===== config.mk =====
export PLATFORM = sky130hd
export DESIGN_NAME = fifo_stream_reader
export DESIGN_NICKNAME = d
export VERILOG_FILES = /design/src/rtl/fifo_rd_pkg.sv /design/src/rtl/fifo_stream_reader_skid.sv /design/src/rtl/fifo_stream_reader.sv
export SDC_FILE = /design/constraint.sdc
export NUM_CORES = 1
export LEC_CHECK = 0
export ABC_AREA = 1
export BUFFER_PORTS_ARGS = -buffer_cell sky130_fd_sc_hd__buf_4
export CORE_UTILIZATION = 55
export DETAILED_ROUTE_END_ITERATION = 8
export PLACE_DENSITY = 0.78
export SLEW_MARGIN = 20
export SYNTH_ARGS = -nofsm -noshare
export SYNTH_HDL_FRONTEND = slang
export SYNTH_SLANG_ARGS = --single-unit

===== constraint.sdc =====
create_clock -name clk -period 2.2 [get_ports clk]
set_clock_uncertainty 0.05 [all_clocks]
set_input_delay 0.11 -clock clk [delete_from_list [all_inputs] [get_ports clk]]
set_output_delay 0.11 -clock clk [all_outputs]
set_load 0.02 [all_outputs]

===== src/rtl/fifo_rd_pkg.sv =====
// Shared types and constants for the FIFO stream reader and its skid buffer.
package fifo_rd_pkg;

  typedef enum logic [1:0] {
    IDLE  = 2'd0,
    RUN   = 2'd1,
    FLUSH = 2'd2
  } rd_state_e;

  localparam int unsigned SKID_DEPTH = 3;
  localparam int unsigned PTR_W      = 2;
  localparam int unsigned OCC_W      = 2;
  localparam int unsigned CREDIT_W   = 3;

  function automatic logic [PTR_W-1:0] ptr_inc(input logic [PTR_W-1:0] p);
    return (p == PTR_W'(SKID_DEPTH - 1)) ? '0 : p + 1'b1;
  endfunction

endpackage


===== src/rtl/fifo_stream_reader_skid.sv =====
// 3-entry register skid buffer with push/pop, occupancy and head output.
module skid_buf3
  import fifo_rd_pkg::*;
#(
  parameter int unsigned W = 16
) (
  input  logic             clk_i,
  input  logic             rst_ni,
  input  logic             push_i,
  input  logic [W-1:0]     wdata_i,
  input  logic             pop_i,
  output logic [W-1:0]     head_o,
  output logic [OCC_W-1:0] occ_o
);

  logic [W-1:0]     mem_q [SKID_DEPTH];
  logic [PTR_W-1:0] wr_q;
  logic [PTR_W-1:0] rd_q;
  logic [OCC_W-1:0] occ_q;
  logic             do_push;
  logic             do_pop;

  assign do_pop  = pop_i && (occ_q != '0);
  assign do_push = push_i && ((occ_q != OCC_W'(SKID_DEPTH)) || do_pop);

  always_ff @(posedge clk_i or negedge rst_ni) begin
    if (!rst_ni) begin
      for (int unsigned i = 0; i < SKID_DEPTH; i++) mem_q[i] <= '0;
      wr_q  <= '0;
      rd_q  <= '0;
      occ_q <= '0;
    end else begin
      if (do_push) begin
        mem_q[wr_q] <= wdata_i;
        wr_q        <= ptr_inc(wr_q);
      end
      if (do_pop) rd_q <= ptr_inc(rd_q);
      case ({do_push, do_pop})
        2'b10:   occ_q <= occ_q + 1'b1;
        2'b01:   occ_q <= occ_q - 1'b1;
        default: occ_q <= occ_q;
      endcase
    end
  end

  assign head_o = mem_q[rd_q];
  assign occ_o  = occ_q;

endmodule


===== src/rtl/fifo_stream_reader.sv =====
// Drains a registered-output FIFO into a valid/ready stream through a 3-entry skid buffer.
// Optional FIFO_RD_PARITY_EN adds a stored per-word even-parity output m_parity.
module fifo_stream_reader
  import fifo_rd_pkg::*;
#(
  parameter int unsigned FIFO_WIDTH = 16,
  parameter int unsigned CNT_WIDTH  = 16
) (
  input  logic                  clk,
  input  logic                  rst_n,
  input  logic                  enable,
  input  logic [FIFO_WIDTH-1:0] fifo_data_out,
  input  logic                  fifo_empty,
  input  logic                  fifo_underflow,
  output logic                  fifo_rd_en,
  output logic [FIFO_WIDTH-1:0] m_data,
  output logic                  m_valid,
  input  logic                  m_ready,
  output logic                  busy,
  output logic [CNT_WIDTH-1:0]  rd_count,
  output logic                  err_underflow
`ifdef FIFO_RD_PARITY_EN
  ,
  output logic                  m_parity
`endif
);

`ifdef FIFO_RD_PARITY_EN
  localparam int unsigned EW = FIFO_WIDTH + 1;
`else
  localparam int unsigned EW = FIFO_WIDTH;
`endif

  rd_state_e             state_q, state_d;
  logic                  inflight_q, inflight_d;
  logic [CNT_WIDTH-1:0]  rd_count_q, rd_count_d;
  logic                  err_q, err_d;
  logic [OCC_W-1:0]      occ;
  logic [CREDIT_W-1:0]   credit_used;
  logic [EW-1:0]         buf_wdata;
  logic [EW-1:0]         buf_head;
  logic                  push;
  logic                  pop;

  // Words in the buffer plus the one possibly returning this cycle bound new reads.
  assign credit_used = CREDIT_W'(occ) + CREDIT_W'(inflight_q);
  assign fifo_rd_en  = (state_q == RUN) && !fifo_empty && (credit_used < CREDIT_W'(SKID_DEPTH));
  assign push        = inflight_q && !fifo_underflow;
  assign m_valid     = (occ != '0);
  assign pop         = m_valid && m_ready;

`ifdef FIFO_RD_PARITY_EN
  assign buf_wdata = {^fifo_data_out, fifo_data_out};
  assign m_parity  = buf_head[FIFO_WIDTH];
`else
  assign buf_wdata = fifo_data_out;
`endif
  assign m_data = buf_head[FIFO_WIDTH-1:0];

  skid_buf3 #(.W(EW)) u_buf (
    .clk_i  (clk),
    .rst_ni (rst_n),
    .push_i (push),
    .wdata_i(buf_wdata),
    .pop_i  (pop),
    .head_o (buf_head),
    .occ_o  (occ)
  );

  always_ff @(posedge clk or negedge rst_n) begin
    if (!rst_n) begin
      state_q    <= IDLE;
      inflight_q <= 1'b0;
      rd_count_q <= '0;
      err_q      <= 1'b0;
    end else begin
      state_q    <= state_d;
      inflight_q <= inflight_d;
      rd_count_q <= rd_count_d;
      err_q      <= err_d;
    end
  end

  always_comb begin
    state_d    = state_q;
    inflight_d = fifo_rd_en;
    rd_count_d = rd_count_q;
    err_d      = err_q;
    busy       = (state_q != IDLE);

    if (pop) rd_count_d = rd_count_q + 1'b1;
    if (inflight_q && fifo_underflow) err_d = 1'b1;

    case (state_q)
      IDLE:    if (enable) state_d = RUN;
      RUN:     if (!enable) state_d = FLUSH;
      FLUSH: begin
        if (enable) state_d = RUN;
        else if (!inflight_q && (occ == '0)) state_d = IDLE;
      end
      default: state_d = IDLE;
    endcase
  end

  assign rd_count      = rd_count_q;
  assign err_underflow = err_q;

endmodule


==> results of run 1 <==
==> through the flow <==
stage | instances | power, W
5_1_grt | 541 | 0.006016
2_1_floorplan | 390 | 0.003707
6_report | 541 | 0.005605
3_3_place_gp | 513 | 0.004441
4_1_cts | 541 | 0.005613
3_5_place_dp | 513 | 0.004521
==> worst reg2reg max path, delay by kind of cell (launching register included) <==
kind            cells  cell delay, ns
buf+inv             1            0.07
fa+ha+maj           1            0.30
simple gates        3            0.38
flops               1            0.47
xor+xnor            1            0.16
compound gates      2            0.23
==> power by group <==
| group | switching (W) | total [W] | internal [W] |
|---|---|---|---|
| combinational | 0.00136 | 0.00230 | 0.000947 |
| sequential | 0.000369 | 0.00223 | 0.00186 |
| clock | 0.000538 | 0.00107 | 0.000531 |
| total | 0.00226 | 0.00560 | 0.00334 |
==> metal layers <==
metal	global-route usage, %	vias to the layer above	part of all wire, %
met1	29.87	1318	45
met3	3.956	11	4.6
met4	11.03	0	1.4
met5	0	-	0
met2	39.75	79	49
li1	-	1396	-
==> cells in the final DEF, fill, tap and decap left out, types with 2 or more instances in the layout <==
master / instances
a21oi_1: 2
buf_4: 60
clkbuf_8: 9
clkinv_4: 2
clkinvlp_4: 3
dfrtp_1: 74
dlygate4sd3_1: 12
ha_1: 4
inv_1: 53
inv_2: 3
nand2_1: 98
nand3_1: 20
nand3_2: 2
nand3_4: 3
nand4_1: 3
nor2_1: 14
nor2_2: 2
nor2_4: 3
nor3_1: 2
o211ai_1: 16
o21ai_0: 6
o21ai_1: 29
o21ai_2: 20
xnor2_1: 6
xor2_1: 6
==> path summary, 6_finish.rpt <==
check	cells past startpoint	endpoint
worst max-delay path	4	fifo_rd_en
max in group asynchronous	3	u_buf.mem_q[30]
min in group asynchronous	2	inflight_q
worst min-delay path	3	u_buf.mem_q[18]
worst max register to register	8	u_buf.occ_o[1]
worst min register to register	1	err_underflow
==> registers in the layout, indices dropped and copies added, names as in the netlist <==
register	cells
u_buf.wr_q	2
u_buf.rd_q	2
inflight_q	1
u_buf.occ_o	2
u_buf.mem_q	48
state_q	2
err_underflow	1
rd_count	16
==> cell type report <==
| class | instances | area [um^2] |
|---|---|---|
| fill | 496 | 1952 |
| sequential | 74 | 1852 |
| multi-input combinational | 245 | 1410 |
| timing repair buffer | 73 | 590.6 |
| inverter | 56 | 210.2 |
| clock buffer | 9 | 123.9 |
| tap | 77 | 96.34 |
| clock inverter | 7 | 78.83 |
==> logic make-up (layout without fill, tap and decap cells) <==
family | count (synthesis) | after routing | share of synthesized area, %
AO/OA/AOI/OAI | 76 | 76 | 14.10
XOR/XNOR | 12 | 12 | 2.939
adder cells (fa/ha/maj) | 4 | 4 | 1.400
buffers and inverters | 71 | 145 | 9.307
flip-flops | 74 | 74 | 51.78
AND/OR/NAND/NOR | 153 | 153 | 20.47
==> repair_timing <==
| item | in CTS | in global routing |
|---|---|---|
| gates resized for setup | 1 | 1 |
| buffers inserted | 0 | 0 |
| hold buffers | 12 | 0 |
| pin swaps | 0 | 0 |
| hold endpoints to repair | 53 | 0 |
| setup endpoints to repair | 1 | 1 |
==> results.ini, run 1 <==
[synth]
syn_area_mm2 = 0.003576
synth_cell_types = 32
synth_top_cell_by_area = dfrtp_1
ys.warnings.count = 0
synth_fp_nets = 416
synthTopCellsByCount = nand2_1, dfrtp_1, inv_1
synth.most_common_cell = nand2_1
synth-async-reset-ratio_pct = 100.0
ys_ff_latch = 74
yosysTopAreaCellShare_pct = 51.78
synthTopCellsByArea = dfrtp_1, nand2_1, inv_1, o21ai_2, o21ai_1
synth_edf_count = 0
ys_seq_area_share_pct = 51.78
syn_inst = 390
synth_ff_type = dfrtp_1
syn_avg_cell_area_um2 = 9.169

[worst_setup_path]
cp-end-kind = output pin
crit_slowest_cell = dfrtp_1
timing.critical_path.buf_inv = 1
critPathLaunchType = flop
worstPathMaxFanout = 7
cp.required_ns = 2.04
r2r_slack_ns = 0.40
cpMostUsedCell = ha_1
path_class = flop to output pin
rr_startpoint = u_buf.occ_o[0]
cp_cell_sequence = ha_1 -> ha_1 -> a2111oi_4 -> buf_4
startpoint = u_buf.occ_o[0]
critPathTopFamily = adder cells
max_stage_delay_ns = 0.47
crit_arrival_ns = 1.94

[global_route]
groute.usage.overall_pct = 23.67
grt_pass1_wl_um = 11900
grt_pass1_vias = 2653
antenna_found_initial = 0
grt_max_degree = 43
grt-ovfl-total = 0

[detailed_routing]
routed_wl_um = 7043
routed_via_density = 5.183
ant_nets = 0
drc = 0
wl_per_cell_um = 13.02
dr.pass1.iters = 4
num_vias = 2804
dr.first_iter.drc_count = 151

[min_path]
hold_start = fifo_data_out[2]
hp-class = input port to flop

[power]
leakagePower_nw = 2.123
power_density_mw_per_mm2 = 1285
peakVddDrop_uv = 847.3

[layout]
drive_above_1_share_pct = 24.78
fin_nets = 485
syn_to_final_growth_pct = 21.97
fin_util_pct = 69.08
final_cell_area_mm2 = 0.004362
antenna_cells = 0

[sta]
final-setup-viol-count = 0
final-max-slew-violation-count = 0
clock.fmax_ghz = 0.4753
hold_violations = 0
fin_ws_ns = 0.09594
post-route-period-util_pct = 95.64
setup_tns_ns = 0
relSlewSlack_pct = 70.03
worst_hold_slack_ns = 0.002879
tightest_slew_ns = 0.4495
fin_crit_ns = 2.104
rsz0062_at_grt = false

[placed_design]
port-buffer-count = 57
gp_congestion = 0.7806
place_area_mm2 = 0.004021
place_ws_ns = 0.3880
dpl.hpwl_um = 4669

[clocking]
h-tree-depth = 3
clockBufferDepth = 2
cts.clk_slew.worst_paths_ns = 0.08
cts_root_buffer = clkbuf_8
cts_tree = yes
cts_buffers = 9
clock_sinks = 74
insertion_delay_ns = 0.35

[floorplanning]
rows = 29
ios = 58
coreArea_mm2 = 0.006314
die_area_mm2 = 0.006829
die_h_um = 82.64
start_util_pct = 56.64
die_w_um = 82.64

[status]
status = finished clean

[flow_run]
cap_violations = 0

Note: power is estimated with default switching activity, not from simulation.
==> run 2: changes to the inputs <==
==> constraint.sdc (replaced) <==
create_clock -name clk -period 2.2 [get_ports clk]
set_clock_uncertainty 0.05 [all_clocks]
set_input_delay 0.22 -clock clk [delete_from_list [all_inputs] [get_ports clk]]
set_output_delay 0.22 -clock clk [all_outputs]
set_load 0.02 [all_outputs]
==> results.ini, run 2 (synthesis results as in run 1) <==
[status]
status = finished clean  ; unchanged

[placed_design]
port-buffer-count = 57  ; unchanged
dpl.hpwl_um = 4693  ; was 4669 um
gp_congestion = 0.7728  ; was 0.7806
place_ws_ns = 0.2755  ; was 0.3880 ns

[sta]
clock.fmax_ghz = 0.4765  ; was 0.4753 GHz
final-setup-viol-count = 0  ; unchanged
fin_crit_ns = 2.099  ; was 2.104 ns
tightest_slew_ns = 0.4743  ; was 0.4495 ns
relSlewSlack_pct = 68.38  ; was 70.03%
setup_tns_ns = 0  ; unchanged
fin_ws_ns = 0.1013  ; was 0.09594 ns
hold_violations = 0  ; unchanged
post-route-period-util_pct = 95.40  ; was 95.64%
final-max-slew-violation-count = 0  ; unchanged
rsz0062_at_grt = false  ; unchanged

[power]
pwr-share-clk_pct = 16.1  ; was 19.1%
sw_frac_of_total_pct = 40.14  ; was 40.40%
internal_power_w = 0.003219  ; was 0.003341 W
leakagePower_nw = 2.071  ; was 2.123 nW
combPwrFrac_pct = 42.4  ; was 41.1%
peakVddDrop_uv = 763.4  ; was 847.3 uV
seqPwrFrac_pct = 41.5  ; was 39.8%
power_density_mw_per_mm2 = 1276  ; was 1285 mW/mm^2
p_switching_w = 0.002158  ; was 0.002264 W

[layout]
largest-register = u_buf.mem_q  ; unchanged
fin_nets = 476  ; was 485
fin_util_pct = 66.75  ; was 69.08%
drive_above_1_share_pct = 25.06  ; was 24.78%
antenna_cells = 0  ; unchanged
layout_commonest_cell = nand2_1  ; unchanged
largest_reg_flops = 48  ; unchanged
syn_to_final_growth_pct = 17.84  ; was 21.97%
layout_common_cells = nand2_1, dfrtp_1, buf_4, inv_1, o21ai_1  ; unchanged

[clocking]
clockBufferDepth = 2  ; unchanged
h-tree-depth = 3  ; unchanged
cts_tree = yes  ; unchanged
clock_sinks = 74  ; unchanged
cts.clk_slew.worst_paths_ns = 0.07  ; was 0.08 ns
cts_setup_buffers = 0  ; unchanged
insertion_delay_ns = 0.34  ; was 0.35 ns
cts_buffers = 9  ; unchanged
cts_root_buffer = clkbuf_8  ; unchanged

[floorplanning]
die_area_mm2 = 0.006829  ; unchanged
die_w_um = 82.64  ; unchanged
ios = 58  ; unchanged
coreArea_mm2 = 0.006314  ; unchanged
die_h_um = 82.64  ; unchanged
start_util_pct = 56.64  ; unchanged
rows = 29  ; unchanged

[flow_run]
cap_violations = 0  ; unchanged

[detailed_routing]
routed_wl_um = 6758  ; was 7043 um
dr.pass1.iters = 4  ; unchanged
dr.first_iter.drc_count = 145  ; was 151
ant_nets = 0  ; unchanged
wl_per_cell_um = 12.80  ; was 13.02 um
routed_via_density = 5.176  ; was 5.183
drc = 0  ; unchanged
num_vias = 2733  ; was 2804

[worst_setup_path]
cp-end-kind = output pin  ; unchanged
crit_arrival_ns = 1.83  ; was 1.94 ns
cpMostUsedCell = ha_1  ; unchanged
critPathLaunchType = flop  ; unchanged
critPathTopFamily = adder cells  ; unchanged
crit_slowest_cell = dfrtp_2  ; was dfrtp_1
cp_cell_sequence = ha_1 -> ha_1 -> a2111oi_4 -> buf_4  ; unchanged
cp.required_ns = 1.93  ; was 2.04 ns
max_stage_delay_ns = 0.46  ; was 0.47 ns
path_class = flop to output pin  ; unchanged
timing.critical_path.buf_inv = 1  ; unchanged
worstPathMaxFanout = 7  ; unchanged

[global_route]
antenna_found_initial = 0  ; unchanged
grt_max_degree = 37  ; was 43
groute.usage.overall_pct = 22.45  ; was 23.67%
grt_pass1_wl_um = 11450  ; was 11900 um
grt-ovfl-total = 0  ; unchanged
grt_pass1_vias = 2647  ; was 2653

[min_path]
hp-class = input port to flop  ; unchanged

-- run 2: metal layers --
metal	share of wire (%)	vias to the layer above	global-route usage, %
li1	-	1370	-
met2	48	64	37.93
met5	0	-	0
met3	4.0	13	3.626
met1	47	1286	27.95
met4	1.8	0	11.03
-- run 2: worst register-to-register path, delay by kind of cell, from the launching register on --
| kind | cells | cell delay [ns] |
|---|---|---|
| adders and majority gates | 1 | 0.31 |
| and+or+nand+nor | 3 | 0.38 |
| buffers and inverters | 1 | 0.08 |
| xor gates and xnor gates | 1 | 0.15 |
| AOI/OAI and AO/OA | 2 | 0.24 |
| DFF | 1 | 0.46 |
-- run 2: cell type report --
| class | instances | area, um^2 |
|---|---|---|
| Multi-Input combinational cell | 245 | 1410 |
| Inverter | 56 | 210.2 |
| Tap cell | 77 | 96.34 |
| Fill cell | 557 | 2100 |
| Clock inverter | 1 | 5.005 |
| Timing Repair Buffer | 64 | 498.0 |
| Sequential cell | 74 | 1853 |
| Clock buffer | 11 | 141.4 |
-- run 2: final timing paths --
kind,from,end,slack (ns),cells after the start
setup / recovery,u_buf.occ_o[0],fifo_rd_en,0.10,4
hold / removal,fifo_underflow,err_underflow,0.07,2
setup reg to reg,u_buf.occ_o[0],u_buf.occ_o[1],0.41,8
hold reg to reg,err_underflow,err_underflow,0.43,1
max in group asynchronous,rst_n,u_buf.mem_q[23],1.22,3
min in group asynchronous,rst_n,state_q[1],0.32,2
-- run 2: per-stage QoR --
stage               std cells  cell area, um^2  power (W)  hold slack [ns]
global placement          514             4029   0.004433           0.1590
CTS                       528             4202   0.005404          0.06715
floorplan                 390             3577   0.003707          -0.1256
detailed placement        514             4029   0.004515           0.1610
global route              528             4214   0.005759          0.07387
finish                    528             4214   0.005377          0.07246
-- run 2: repair_timing --
| action | 4_1_cts | 5_1_grt |
|---|---|---|
| setup endpoints to repair | 1 | 7 |
| hold buffers | 2 | 0 |
| pin swaps | 0 | 1 |
| resized for setup | 2 | 2 |
| endpoints found under the hold margin | 35 | 0 |
-- run 2: power by group through the flow --
stage / Combinational (W) / Sequential, W / Clock, W
final: 0.00228 / 0.00223 / 0.000865
after global routing: 0.00253 / 0.00230 / 0.000933
after CTS: 0.00229 / 0.00223 / 0.000888
after detailed placement: 0.00227 / 0.00225 / 0
after global placement: 0.00221 / 0.00222 / 0
after floorplan: 0.00148 / 0.00223 / 0
==> run 3: changes to the inputs <==
- PLACE_DENSITY: 0.78 -> 0.79
==> results.ini, run 3 (synthesis results as in run 1) <==
[layout]
largest_reg_flops = 48  ; unchanged
drive_above_1_share_pct = 25.88  ; was 25.06%
fin_nets = 477  ; was 476
fin_util_pct = 67.76  ; was 66.75%
layout_commonest_cell = nand2_1  ; unchanged
antenna_cells = 0  ; unchanged
layout_common_cells = nand2_1, dfrtp_1, buf_4, inv_1, o21ai_1  ; unchanged
stdcell_count = 533  ; was 528
syn_to_final_growth_pct = 19.63  ; was 17.84%
largest-register = u_buf.mem_q  ; unchanged

[worst_setup_path]
max_stage_delay_ns = 0.43  ; was 0.46 ns
path_depth = 4  ; unchanged
critPathTopFamily = adder cells  ; unchanged
timing.critical_path.buf_inv = 1  ; unchanged
crit_arrival_ns = 1.84  ; was 1.83 ns
startpoint = u_buf.occ_o[0]  ; unchanged
cp-end-kind = output pin  ; unchanged
crit_slowest_cell = dfrtp_2  ; unchanged
worstPathMaxFanout = 4  ; was 7
cpMostUsedCell = ha_1  ; unchanged
reg2regPathDepth = 7  ; was 8
cp_cell_sequence = ha_1 -> ha_1 -> a2111oi_4 -> buf_4  ; unchanged
rr_startpoint = u_buf.occ_o[0]  ; unchanged
path_class = flop to output pin  ; unchanged
cp.required_ns = 1.93  ; about the same
critPathLaunchType = flop  ; unchanged

[floorplanning]
die_area_mm2 = 0.006829  ; unchanged
die_w_um = 82.64  ; unchanged
coreArea_mm2 = 0.006314  ; unchanged
start_util_pct = 56.64  ; unchanged
ios = 58  ; unchanged
die_h_um = 82.64  ; unchanged
rows = 29  ; unchanged

[global_route]
antenna_found_initial = 0  ; unchanged
grt_pass1_wl_um = 11980  ; was 11450 um
grt-ovfl-total = 0  ; unchanged
grt_max_degree = 75  ; was 37
groute.usage.overall_pct = 23.54  ; was 22.45%
grt_pass1_vias = 2713  ; was 2647

[clocking]
h-tree-depth = 3  ; unchanged
cts_tree = yes  ; unchanged
insertion_delay_ns = 0.34  ; about the same
cts_buffers = 9  ; unchanged
cts_root_buffer = clkbuf_8  ; unchanged
clock_sinks = 74  ; unchanged
clockBufferDepth = 2  ; unchanged
cts.clk_slew.worst_paths_ns = 0.08  ; was 0.07 ns

[sta]
relSlewSlack_pct = 38.10  ; was 68.38%
clock.fmax_ghz = 0.4730  ; was 0.4765 GHz
final-setup-viol-count = 0  ; unchanged
final-max-slew-violation-count = 0  ; unchanged
post-route-period-util_pct = 96.10  ; was 95.40%
rsz0062_at_grt = false  ; unchanged
setup_tns_ns = 0  ; unchanged
hold_violations = 0  ; unchanged
tightest_slew_ns = 0.9285  ; was 0.4743 ns
worst_hold_slack_ns = 0.06391  ; was 0.07246 ns
fin_crit_ns = 2.114  ; was 2.099 ns
fin_ws_ns = 0.08585  ; was 0.1013 ns

[placed_design]
placed_cells = 513  ; was 514
gp_congestion = 0.7301  ; was 0.7728
port-buffer-count = 57  ; unchanged
place_ws_ns = 0.2867  ; was 0.2755 ns
dpl.hpwl_um = 4543  ; was 4693 um

[min_path]
holdPathStages = 3  ; was 2
hp-class = input port to flop  ; unchanged
hold_start = enable  ; was fifo_underflow

[power]
peakVddDrop_uv = 868.1  ; was 763.4 uV
power_density_mw_per_mm2 = 1323  ; was 1276 mW/mm^2
leakagePower_nw = 2.090  ; was 2.071 nW

[flow_run]
cap_violations = 0  ; unchanged

[detailed_routing]
wl_per_cell_um = 13.07  ; was 12.80 um
dr.first_iter.drc_count = 133  ; was 145
routed_via_density = 5.139  ; was 5.176
dr.pass1.iters = 4  ; unchanged
num_vias = 2739  ; was 2733
routed_wl_um = 6965  ; was 6758 um
ant_nets = 0  ; unchanged
drc = 0  ; unchanged

[status]
status = finished clean  ; unchanged

## run 3: changes by cell type in the layout (fill, tap and decap cells not counted), sizes merged
| cell | change |
|---|---|
| clkinv | +1 |
| clkinvlp | +3 |
| clkbuf | -2 |
| bufinv | +1 |
| buf | +1 |
| inv | +1 |
## run 3: final timing paths
path	endpoint	slack, ns
max	fifo_rd_en	0.09
min	state_q[0]	0.06
max reg2reg	u_buf.occ_o[1]	0.44
min reg2reg	err_underflow	0.42
max in group asynchronous	u_buf.occ_o[0]	0.96
min in group asynchronous	state_q[1]	0.50
## run 3: worst min-delay path, cell delays in order
cell     delay, ns
buf_4         0.10
inv_1         0.06
a21oi_1       0.04
## run 3: what timing repair did
action | CTS | global route
setup endpoints to repair | 1 | 1
resized for setup | 2 | 1
cloned | 0 | 0
setup buffers | 0 | 2
hold buffers | 2 | 0
endpoints found under the hold margin | 47 | 0
## run 3: cell type report
class	instances	area (um^2)
clock buffer	9	123.9
clock inverter	7	78.83
fill	521	2036
inverter	56	210.2
multi-input combinational	245	1410
sequential	74	1853
tap	77	96.34
timing repair buffer	65	505.5
## run 3: layer usage
metal | global-route usage, % | routed length [um] | vias up
li1 | - | - | 1377
met1 | 29.59 | 3217 | 1285
met2 | 38.93 | 3325 | 67
met3 | 4.286 | 305 | 10
met4 | 11.90 | 116 | 0
met5 | 0 | 0 | -
## run 3: metrics by stage
stage / total power, W / area (um^2)
global placement: 0.004496 / 4021
CTS: 0.005665 / 4250
finish: 0.005659 / 4278
detailed placement: 0.004568 / 4021
global route: 0.006069 / 4278
floorplan: 0.003707 / 3577
## run 3: power by group
group	switching, W	internal [W]
combinational	0.00139	0.000992
sequential	0.000353	0.00187
clock	0.000533	0.000531
